==> src/rtl/ahb_pkg.sv <==
// Shared AHB-Lite definitions: transfer/size codes, master FSM encoding and
// the command legality rule.
package ahb_pkg;

   typedef enum logic [1:0] {
      HTRANS_IDLE   = 2'b00,
      HTRANS_BUSY   = 2'b01,
      HTRANS_NONSEQ = 2'b10,
      HTRANS_SEQ    = 2'b11
   } htrans_e;

   localparam logic [2:0] HSIZE_BYTE = 3'd0;
   localparam logic [2:0] HSIZE_HALF = 3'd1;
   localparam logic [2:0] HSIZE_WORD = 3'd2;

   typedef enum logic [1:0] {
      ST_IDLE = 2'd0,
      ST_ADDR = 2'd1,
      ST_DATA = 2'd2,
      ST_RESP = 2'd3
   } state_e;

   // Unsupported sizes and misaligned half/word accesses never reach the bus.
   function automatic logic cmd_illegal(input logic [2:0] size, input logic [1:0] lsb);
      return (size > HSIZE_WORD) ||
             ((size == HSIZE_HALF) && lsb[0]) ||
             ((size == HSIZE_WORD) && (lsb != 2'b00));
   endfunction

endpackage

==> src/rtl/ahb_lane_align.sv <==
// Byte-lane steering: replicates write data across lanes and pulls the
// addressed lane of read data down to bit 0, zero-extended.
module ahb_lane_align
   import ahb_pkg::*;
(
   input  logic [1:0]  addr,
   input  logic [2:0]  size,
   input  logic [31:0] wdata,
   input  logic [31:0] hrdata,
   output logic [31:0] wdata_rep,
   output logic [31:0] rdata_ext
);

   always_comb begin
      wdata_rep = wdata;
      rdata_ext = hrdata;
      case (size)
         HSIZE_BYTE: begin
            wdata_rep = {4{wdata[7:0]}};
            rdata_ext = {24'd0, hrdata[{addr, 3'b000} +: 8]};
         end
         HSIZE_HALF: begin
            wdata_rep = {2{wdata[15:0]}};
            rdata_ext = {16'd0, hrdata[{addr[1], 4'b0000} +: 16]};
         end
         default: begin
            wdata_rep = wdata;
            rdata_ext = hrdata;
         end
      endcase
   end

endmodule

==> src/rtl/ahb_cmd_master.sv <==
// Single-outstanding AHB-Lite master: turns one command into one NONSEQ
// transfer and returns one response.
module ahb_cmd_master
   import ahb_pkg::*;
#(
   parameter logic [3:0] HPROT_VAL = 4'b0011
) (
   input  logic        clk,
   input  logic        rst,
   input  logic        cmd_valid,
   output logic        cmd_ready,
   input  logic        cmd_write,
   input  logic [31:0] cmd_addr,
   input  logic [2:0]  cmd_size,
   input  logic [31:0] cmd_wdata,
   output logic        rsp_valid,
   input  logic        rsp_ready,
   output logic [31:0] rsp_rdata,
   output logic        rsp_err,
   output logic [31:0] HADDR,
   output logic [1:0]  HTRANS,
   output logic [2:0]  HSIZE,
   output logic [3:0]  HPROT,
   output logic        HWRITE,
   output logic [31:0] HWDATA,
   input  logic        HREADY,
   input  logic [31:0] HRDATA,
   input  logic        HRESP
);

   state_e      state, state_n;
   logic [31:0] addr_q;
   logic [2:0]  size_q;
   logic        write_q;
   logic [31:0] wdata_q;
   logic [31:0] rdata_q;
   logic        err_q;
   logic        cmd_bad;
   logic [31:0] wdata_rep;
   logic [31:0] rdata_ext;

   assign cmd_bad = cmd_illegal(cmd_size, cmd_addr[1:0]);

   ahb_lane_align u_lane (
      .addr      (addr_q[1:0]),
      .size      (size_q),
      .wdata     (wdata_q),
      .hrdata    (HRDATA),
      .wdata_rep (wdata_rep),
      .rdata_ext (rdata_ext)
   );

   always_ff @(posedge clk) begin
      if (rst) state <= ST_IDLE;
      else     state <= state_n;
   end

   // Outputs are forced quiet while rst is high, even before state has reset.
   always_comb begin
      state_n   = state;
      cmd_ready = 1'b0;
      rsp_valid = 1'b0;
      HTRANS    = HTRANS_IDLE;
      HWDATA    = '0;
      case (state)
         ST_IDLE: begin
            cmd_ready = !rst;
            if (cmd_valid) state_n = cmd_bad ? ST_RESP : ST_ADDR;
         end
         ST_ADDR: begin
            if (!rst) HTRANS = HTRANS_NONSEQ;
            if (HREADY) state_n = ST_DATA;
         end
         ST_DATA: begin
            if (!rst) HWDATA = wdata_rep;
            if (HREADY) state_n = ST_RESP;
         end
         ST_RESP: begin
            rsp_valid = !rst;
            if (rsp_ready) state_n = ST_IDLE;
         end
         default: state_n = ST_IDLE;
      endcase
   end

   always_ff @(posedge clk) begin
      if (rst) begin
         addr_q  <= '0;
         size_q  <= '0;
         write_q <= 1'b0;
         wdata_q <= '0;
         rdata_q <= '0;
         err_q   <= 1'b0;
      end else begin
         case (state)
            ST_IDLE: begin
               if (cmd_valid) begin
                  rdata_q <= '0;
                  err_q   <= cmd_bad;
                  if (!cmd_bad) begin
                     addr_q  <= cmd_addr;
                     size_q  <= cmd_size;
                     write_q <= cmd_write;
                     wdata_q <= cmd_wdata;
                  end
               end
            end
            ST_DATA: begin
               if (HREADY) begin
                  err_q   <= HRESP;
                  rdata_q <= (HRESP || write_q) ? 32'd0 : rdata_ext;
               end
            end
            default: ;
         endcase
      end
   end

   assign HADDR     = addr_q;
   assign HSIZE     = size_q;
   assign HWRITE    = write_q;
   assign HPROT     = HPROT_VAL;
   assign rsp_rdata = rdata_q;
   assign rsp_err   = err_q;

endmodule

==> config.mk <==
export PLATFORM = sky130hd
export DESIGN_NAME = ahb_cmd_master
export DESIGN_NICKNAME = d
export VERILOG_FILES = /design/src/rtl/ahb_pkg.sv /design/src/rtl/ahb_lane_align.sv /design/src/rtl/ahb_cmd_master.sv
export SDC_FILE = /design/constraint.sdc
export NUM_CORES = 1
export LEC_CHECK = 0
export BUFFER_PORTS_ARGS = -buffer_cell sky130_fd_sc_hd__buf_2
export CORE_ASPECT_RATIO = 1.25
export CORE_UTILIZATION = 30
export CTS_BUF_LIST = sky130_fd_sc_hd__clkbuf_4 sky130_fd_sc_hd__clkbuf_8 sky130_fd_sc_hd__clkbuf_16
export CTS_CLUSTER_SIZE = 16
export DETAILED_ROUTE_END_ITERATION = 6
export GPL_ROUTABILITY_DRIVEN = 0
export PLACE_DENSITY_LB_ADDON = 0.12
export SYNTH_ARGS = -nofsm -noshare
export SYNTH_HDL_FRONTEND = slang
export SYNTH_SLANG_ARGS = --single-unit
==> constraint.sdc <==
create_clock -name clk -period 2.7 [get_ports clk]
set_input_delay 0.405 -clock clk [delete_from_list [all_inputs] [get_ports clk]]
set_output_delay 0.405 -clock clk [all_outputs]
set_load 0.02 [all_outputs]
# Yosys cells after proc, flatten, opt, wreduce, memory -nomap -nowiden

Index checks and enable logic that the tools add are counted.

Word-level logic and storage cells: 55
Output and inout bits: 109
Register bits after elaboration: 103

Muxes and demuxes: 21
Order comparisons: 1
Bitwise operators: 1
Shifts and indexed selects: 2
Eq/ne operators: 10
Reduce and logical (&&, ||, !) cells: 13

Operators with widths:

| kind                                                                             | number |
|---|---|
| 32-bit case mux with 2 select lines                                              | 3 |
| 32-bit two-way mux                                                               | 5 |
| 32-bit by 6-bit indexed part select with 16-bit output                           | 1 |
| 32-bit by 6-bit indexed part select with 8-bit output                            | 1 |
| 2-bit two-way mux                                                                | 7 |
| 2-bit != test (second input constant)                                            | 4 |
| 2-bit case mux with 4 select lines                                               | 1 |
| 3-bit by 1-bit equality test with 1-bit output (second input constant)           | 2 |
| 3-bit AND reduction                                                              | 2 |
| 2-bit equality test (second input constant)                                      | 2 |
| 1-bit two-way mux                                                                | 4 |
| 4-bit AND reduction                                                              | 1 |
| 2-bit nonzero test                                                               | 2 |
| 3-bit by 2-bit equality test with 1-bit output (second input constant)           | 1 |
| 3-bit by 2-bit greater-than comparator with 1-bit output (second input constant) | 1 |
| 3-bit logical NOT                                                                | 1 |
| 1-bit logical OR                                                                 | 3 |
| 2-bit by 1-bit equality test with 1-bit output (second input constant)           | 1 |
| 1-bit logical AND                                                                | 2 |
| 2-bit logical NOT                                                                | 1 |
| 1-bit case mux with 2 select lines                                               | 1 |
| 1-bit logical NOT                                                                | 1 |
| 1-bit NOT                                                                        | 1 |

# Longest topological paths before layout

Gate-level depths: netlist of run 1.

Word-level depth: 7
Gate-level depth with buffers: 8

# Cells and area by module

A second synthesis of run 1 with hierarchy kept.

Cell total of the unflattened synthesis: 732
Area, all modules: 5,977.0 um2

Modules (own cells, without submodules):

| module         | area each (um2) | seq. area each (um2) | cells an instance | times used |
|---|---|---|---|---|
| ahb_cmd_master | 4,953.5         | 2,062.0              | 571               | 1 |
| ahb_lane_align | 1,023.5         | 0.0                  | 161               | 1 |

# Worst setup path before layout of run 1

Ideal clock, no wire load.

Kind: register -> output
From: register size_q[1], in the netlist HSIZE[1]
To: output port HWDATA[24]
Cell stages (with the launch flop): 5
Buffers on the path: 1
Path slack: 659 ps
Arrival time: 1,636 ps
Path through: dfxtp_1 -> nor2_1 -> clkbuf_1 -> nor2_1 -> a211oi_1

Cells in the longest elaborated chain, start to end: 4
Elaborated cells between the ends (all ways): 5
Those cells by class: eq/ne: 1; mux: 3; reduce/logical: 1

RTL lines:

| what                                                                                | RTL line              | source |
|---|---|---|
| start: declaration                                                                  | ahb_cmd_master.sv:33  | `logic [2:0] size_q;` |
| start signal: assignment                                                            | ahb_cmd_master.sv:102 | `size_q <= cmd_size;` |
| 3-bit by 1-bit equality test with 1-bit output or 3-bit logical NOT (tied branches) | ahb_lane_align.sv:17  | `case (size)` |
| 32-bit case mux with 2 select lines *                                               | ahb_lane_align.sv:17  |  |
| 32-bit two-way mux *                                                                | ahb_cmd_master.sv:75  | `if (!rst) HWDATA = wdata_rep;` |
| 32-bit two-way mux *                                                                | ahb_cmd_master.sv:65  | `case (state)` |
| end: declaration                                                                    | ahb_cmd_master.sv:25  | `output logic [31:0] HWDATA,` |

Every way passes the cells marked *; elsewhere a longest branch is shown, timed or not.

# Worst setup path after layout of run 1

From: register size_q[2], in the netlist HSIZE[2]
To: output port HWDATA[18]

Same word-level chain as after synthesis.

==> results_dict.tcl, run 1 <==
set metrics [dict create \
    worstSetupEndpoint "HWDATA[18]" \
    fin_crit_ns 2.43 \
    maxSlewViolCount 0 \
    io_pins 215 \
    final_common_cell "buf_2" \
    fillers 1604 \
    fin_setup_tns_ns 0 \
    synth_fa_ha_area_share_pct 1.35 \
    drive_above_1_share_pct 33.0 \
    cp-end-kind "output port" \
    r2r_end "rsp_rdata[30]" \
    die-width_um 113 \
    worstPathRequired_ns 2.30 \
    synthMuxAreaShare_pct 3.66 \
    crit_path_cell_trace "or2_1 > buf_4 > nand2_1 > a21oi_1 > buf_2" \
    reg2reg_depth 6 \
    cts_root_buf "clkbuf_16" \
    ys_async_sr_fraction_pct 0 \
    slowest_stage "or2_1" \
    rr_startpoint "state[0]" \
    synth-simple-area-share_pct 19.8 \
    fp-row-count 50 \
    h-tree-depth 3 \
    num_vias 4724 \
    ys_types 41 \
    grt_start_max_net_pins 56 \
    syn_inst 581 \
    synth_flop_cell "dfxtp_1" \
    grt_pass1_vias 4673 \
    finalSetupViolCount 0 \
    initial_utilization_pct 30.8 \
    synth_compound_area_share_pct 23.9 \
    placed_cells_incl_taps 961 \
    p_leak_uw 0.00262 \
    finalClockSkew_ns 0.00701 \
    highest_layer "met4" \
    ant_nets 0 \
    synthXorXnorAreaFrac_pct 0 \
    grt_pass1_wl_um 24300 \
    synth_warnings 0 \
    worst_slew_pin_slew_ns 0.835 \
    yosys_register_bits 103 \
    critPathMaxFanout 19 \
    cp.arrival_ns 2.03 \
    area_delta_synth_final_pct 32.3 \
    port_buffers 209 \
    clockBufferDepth 2 \
    drt-met1-wl_um 6560 \
    antenna_found_initial 3 \
    fp.coreArea_um2 15100 \
    seq_area_frac_synth_pct 44.4 \
    maxCapViolations 0 \
    dr_wl_met3_um 1050 \
    max_stage_delay_ns 0.48 \
    fmax_mhz 411 \
    hold_slack_ns 0.284 \
    start_kind "flip-flop" \
    vias_per_cell 4.83 \
    critPathTopFamily "simple AND/OR/NAND/NOR gates" \
    syn_area_um2 4650 \
    rsz0062_at_grt "false" \
    dieHeight_um 141 \
    hold_viol 0 \
    clkTransAtPathRegs_ns 0.07 \
    layout_common_cells "buf_2, nand2_1, dfxtp_1" \
    cts_tree "built" \
    clock-sinks 103 \
    grt_remaining_overflow 0 \
    stdcell_count 979 \
    min_path_type "input pin to flip-flop" \
    worstHoldPathCells 3 \
    p_total_uw 3810 \
    drc 0 \
    layout_worst_path_cycle_share_pct 90.1 \
    wl_per_cell_um 15.7 \
    cts_buffers 9 \
    critPathKind "flip-flop to output port" \
    grt_usage_pct 19.3 \
    synth_enable_flop_cells 0 \
    synth_top_family_by_area "compound AO/OA/AOI/OAI gates" \
    fin_nets 875 \
    ff2ff_setup_slack_ns 0.59 \
    synth_area_per_cell_um2 8.00 \
    die-area_um2 16000 \
    wl_met2_um 7420 \
    clock_latency_ns 0.35 \
    worstSetupPathDepth 5 \
    firstDrtPassIters 4 \
    hpwl_um 11300 \
    peakVddDrop_v 0.000232 \
    relSlewSlack_pct 44.2 \
    totalWireLength_um 15400 \
    drtIter0Drc 275 \
    critPathBufInv 2 \
    placed_area_um2 5830 \
    status "complete, no violations" \
    timing.critical_path.from "HSIZE[2]" \
    design_area_um2 6150 \
    power_density_nw_per_um2 620 \
]
worst min path at each step:
stage	to	slack (ns)	start
after global routing	HADDR[28]	0.28	cmd_addr[28]
after global placement	HADDR[19]	0.44	HADDR[19]
after floorplan	wdata_q[16]	0.44	wdata_q[16]
after CTS	rsp_rdata[18]	0.27	HRDATA[18]
after detailed placement	rsp_rdata[9]	0.44	rsp_rdata[9]
final	HADDR[22]	0.28	cmd_addr[22]
synthesized netlist by cell type, types with 2 or more instances:
master / n / share of area (%)
buf_2: 9 / 0.97
buf_4: 11 / 1.8
a211oi_1: 9 / 1.5
o41ai_1: 2 / 0.38
clkbuf_1: 27 / 2.2
nor3_1: 2 / 0.22
buf_6: 2 / 0.48
conb_1: 2 / 0.16
mux2_1: 2 / 0.48
nor3b_1: 2 / 0.32
o2bb2ai_1: 16 / 3.0
mux2_2: 6 / 1.5
mux2i_1: 8 / 1.7
inv_1: 12 / 0.97
a21oi_1: 84 / 9.0
buf_1: 4 / 0.32
o22a_1: 8 / 1.5
dfxtp_1: 103 / 44
a22o_1: 16 / 3.0
nand3b_1: 2 / 0.32
o21ai_0: 8 / 0.86
o22ai_1: 8 / 1.1
a22oi_1: 8 / 1.3
nor2b_1: 5 / 0.67
nand2b_1: 3 / 0.40
nand2_1: 167 / 13
ha_1: 5 / 1.3
nor2_1: 22 / 1.8
o221ai_1: 9 / 1.7
and2_1: 8 / 1.1
through the flow:
stage | worst slack, ns | utilization (%)
floorplan | 0.659 | -
global placement | 0.581 | 38.7
detailed placement | 0.594 | 38.7
CTS | 0.193 | 40.7
global route | 0.0941 | 40.8
finish | 0.267 | 40.8
final cells by class:
| type | count | area [µm²] | share of cell area (%) |
|---|---|---|---|
| clock inverters | 6 | 68.8 | 1.12 |
| well taps | 208 | 260 | 4.23 |
| inverters | 12 | 45.0 | 0.733 |
| clock buffers | 10 | 239 | 3.89 |
| flip-flops and latches | 103 | 2060 | 33.5 |
| repair buffers | 222 | 1160 | 18.8 |
| multi-input cells | 416 | 2310 | 37.6 |
| diodes | 2 | 5.00 | 0.0814 |
report_power, final:
group	total (µW)	internal [µW]	switching (µW)
Clock	1350	750	599
Combinational	795	286	509
Sequential	1670	1600	65.7
what timing repair did:
action	in CTS	in global routing
hold buffers	0	0
gates resized for setup	0	1
buffers inserted	0	0
setup endpoints to repair	0	1
kinds of logic after synthesis:
logic type / count (synthesis)
buffers and inverters: 65
other: 2
multiplexers: 16
AO/OA/AOI/OAI: 171
flip-flops: 103
AND/OR/NAND/NOR: 219
adder cells (fa/ha/maj): 5
layer usage:
metal,up-vias,track usage [%]
met1,2195,23.1
met2,159,32.8
met5,-,0
met3,18,4.99
li1,2352,-
met4,0,7.69
worst register-to-register path, cell delays in order (launching register included):
cell and delay (ns):
dfxtp_1 0.33, inv_1 0.12, ha_1 0.31, and2b_1 0.22, nand3_2 0.25, nor2_2 0.59, a22o_1 0.25
state kept, by name (all words and copies together) (netlist names):
signal,count
state,2
wdata_q,32
HWRITE,1
HSIZE,3
rsp_err,1
rsp_rdata,32
HADDR,32
Power figures use the tool's default switching activity.
==> run 2, diff against run 1 <==
--- a/config.mk
+++ b/config.mk
@@ -7,7 +7,7 @@
 export LEC_CHECK = 0
 export BUFFER_PORTS_ARGS = -buffer_cell sky130_fd_sc_hd__buf_2
 export CORE_ASPECT_RATIO = 1.25
-export CORE_UTILIZATION = 30
+export CORE_UTILIZATION = 51
 export CTS_BUF_LIST = sky130_fd_sc_hd__clkbuf_4 sky130_fd_sc_hd__clkbuf_8 sky130_fd_sc_hd__clkbuf_16
 export CTS_CLUSTER_SIZE = 16
 export DETAILED_ROUTE_END_ITERATION = 6
==> results_dict.tcl, run 2 (synthesized netlist as in run 1, its figures left out) <==
set metrics [dict create \
    drtIter0Drc 304 \
    ant_nets 0 \
    worstHoldPathCells 3 \
    io_pins 215 \
    rsz0062_at_grt "false" \
    clkTransAtPathRegs_ns 0.10 \
    antenna_found_initial 1 \
    maxSlewViolCount 0 \
    cts_setup_buffers 0 \
    critPathKind "flip-flop to output port" \
    vias_per_cell 5.41 \
    rr_startpoint "state[0]" \
    reg2reg_depth 6 \
    power_density_nw_per_um2 595 \
    grt_pass1_wl_um 20600 \
    fin_crit_ns 2.47 \
    clock-sinks 103 \
    ff2ff_setup_slack_ns 0.54 \
    cts_tree "built" \
    hold_slack_ns 0.260 \
    maxCapViolations 0 \
    area_delta_synth_final_pct 28.0 \
    die-area_um2 9500 \
    fp.coreArea_um2 8750 \
    peakVddDrop_v 0.000449 \
    hold_viol 0 \
    finalClockSkew_ns 0.00747 \
    drt-met1-wl_um 5250 \
    finalSetupViolCount 0 \
    fp-row-count 38 \
    cp.arrival_ns 2.07 \
    die-width_um 87.4 \
    worstPathRequired_ns 2.30 \
    worst_slew_pin_slew_ns 0.873 \
    max_stage_delay_ns 0.46 \
    wl_per_cell_um 14.6 \
    regArea_um2 2060 \
    slowest_stage "or2_1" \
    layout_worst_path_cycle_share_pct 91.6 \
    fin_setup_tns_ns 0 \
    p_leak_uw 0.00258 \
    critPathMaxFanout 18 \
    fin_nets 872 \
    grt_usage_pct 27.6 \
    start_kind "flip-flop" \
    highest_layer "met4" \
    hpwl_um 9460 \
    timing.critical_path.from "HSIZE[1]" \
    h-tree-depth 3 \
    cts_buffers 9 \
    initial_utilization_pct 53.1 \
    firstDrtPassIters 5 \
    r2r_end "rsp_rdata[31]" \
    totalWireLength_um 13000 \
    dieHeight_um 109 \
    clock_latency_ns 0.37 \
    final_common_cell "buf_2" \
    crit_path_cell_trace "or2_1 > nor2_1 > nand2_1 > a21oi_1 > buf_2" \
    fmax_mhz 404 \
    cp-end-kind "output port" \
    clockBufferDepth 2 \
    drive_above_1_share_pct 32.8 \
    num_vias 4803 \
    grt_pass1_vias 4454 \
    wl_met2_um 6540 \
    status "complete, no violations" \
    dr_wl_met3_um 919 \
    grt_start_max_net_pins 64 \
    port_buffers 209 \
    layout_common_cells "buf_2, nand2_1, dfxtp_1" \
    worstSetupEndpoint "HWDATA[12]" \
    fillers 848 \
    drc 0 \
    min_path_type "input pin to flip-flop" \
    multi_input_area_um2 2310 \
    grt_remaining_overflow 0 \
    relSlewSlack_pct 41.7 \
    cts_root_buf "clkbuf_8" \
]
==> run 2: per-stage QoR <==
step                util, %  setup slack [ns]  instance area, µm²  std cells  power (µW)
detailed placement     65.3             0.455                5710        870        2470
floorplan                 -             0.659                4660        584        2220
global route           68.0            0.0380                5950        887        3700
finish                 68.0             0.226                5950        887        3540
global placement       65.3             0.574                5710        870        2450
CTS                    67.9            0.0451                5940        886        3540
==> run 2: metal layers <==
metal  global-route usage [%]  up-vias
met4                     13.0        0
met1                     33.3     2227
met5                        0        -
met2                     46.7      207
met3                     5.68       26
li1                         -     2343
==> run 2: final cells by class <==
cell class	count	area share, %
Tap cell	120	2.52
Timing Repair Buffer	219	19.3
Clock inverter	6	1.56
Multi-Input combinational cell	416	38.9
Sequential cell	103	34.7
Inverter	12	0.757
Clock buffer	10	2.31
Antenna cell	1	0.0421
==> run 2: worst min path at each step <==
| stage | from | endpoint |
|---|---|---|
| detailed placement | rsp_rdata[10] | rsp_rdata[10] |
| finish | cmd_addr[27] | HADDR[27] |
| global route | cmd_addr[31] | HADDR[31] |
| CTS | cmd_addr[24] | HADDR[24] |
| floorplan | wdata_q[16] | wdata_q[16] |
| global placement | HADDR[31] | HADDR[31] |
==> run 2: power breakdown <==
part	switching (µW)	internal, µW
Clock	537	554
Combinational	492	285
Sequential	68.5	1600
==> run 2: repair_timing <==
action                                  in CTS  in global routing
endpoints found under the hold margin        0                  0
resized for setup                            0                  1
hold buffers                                 0                  0
endpoints found under the setup margin       0                 22
==> run 2: critical path, delay by kind of cell, from the launching register on <==
family	cells	cell delay, ns
AOI/OAI and AO/OA	1	0.15
buffers and inverters	1	0.19
DFF	1	0.35
and+or+nand+nor	3	1.00
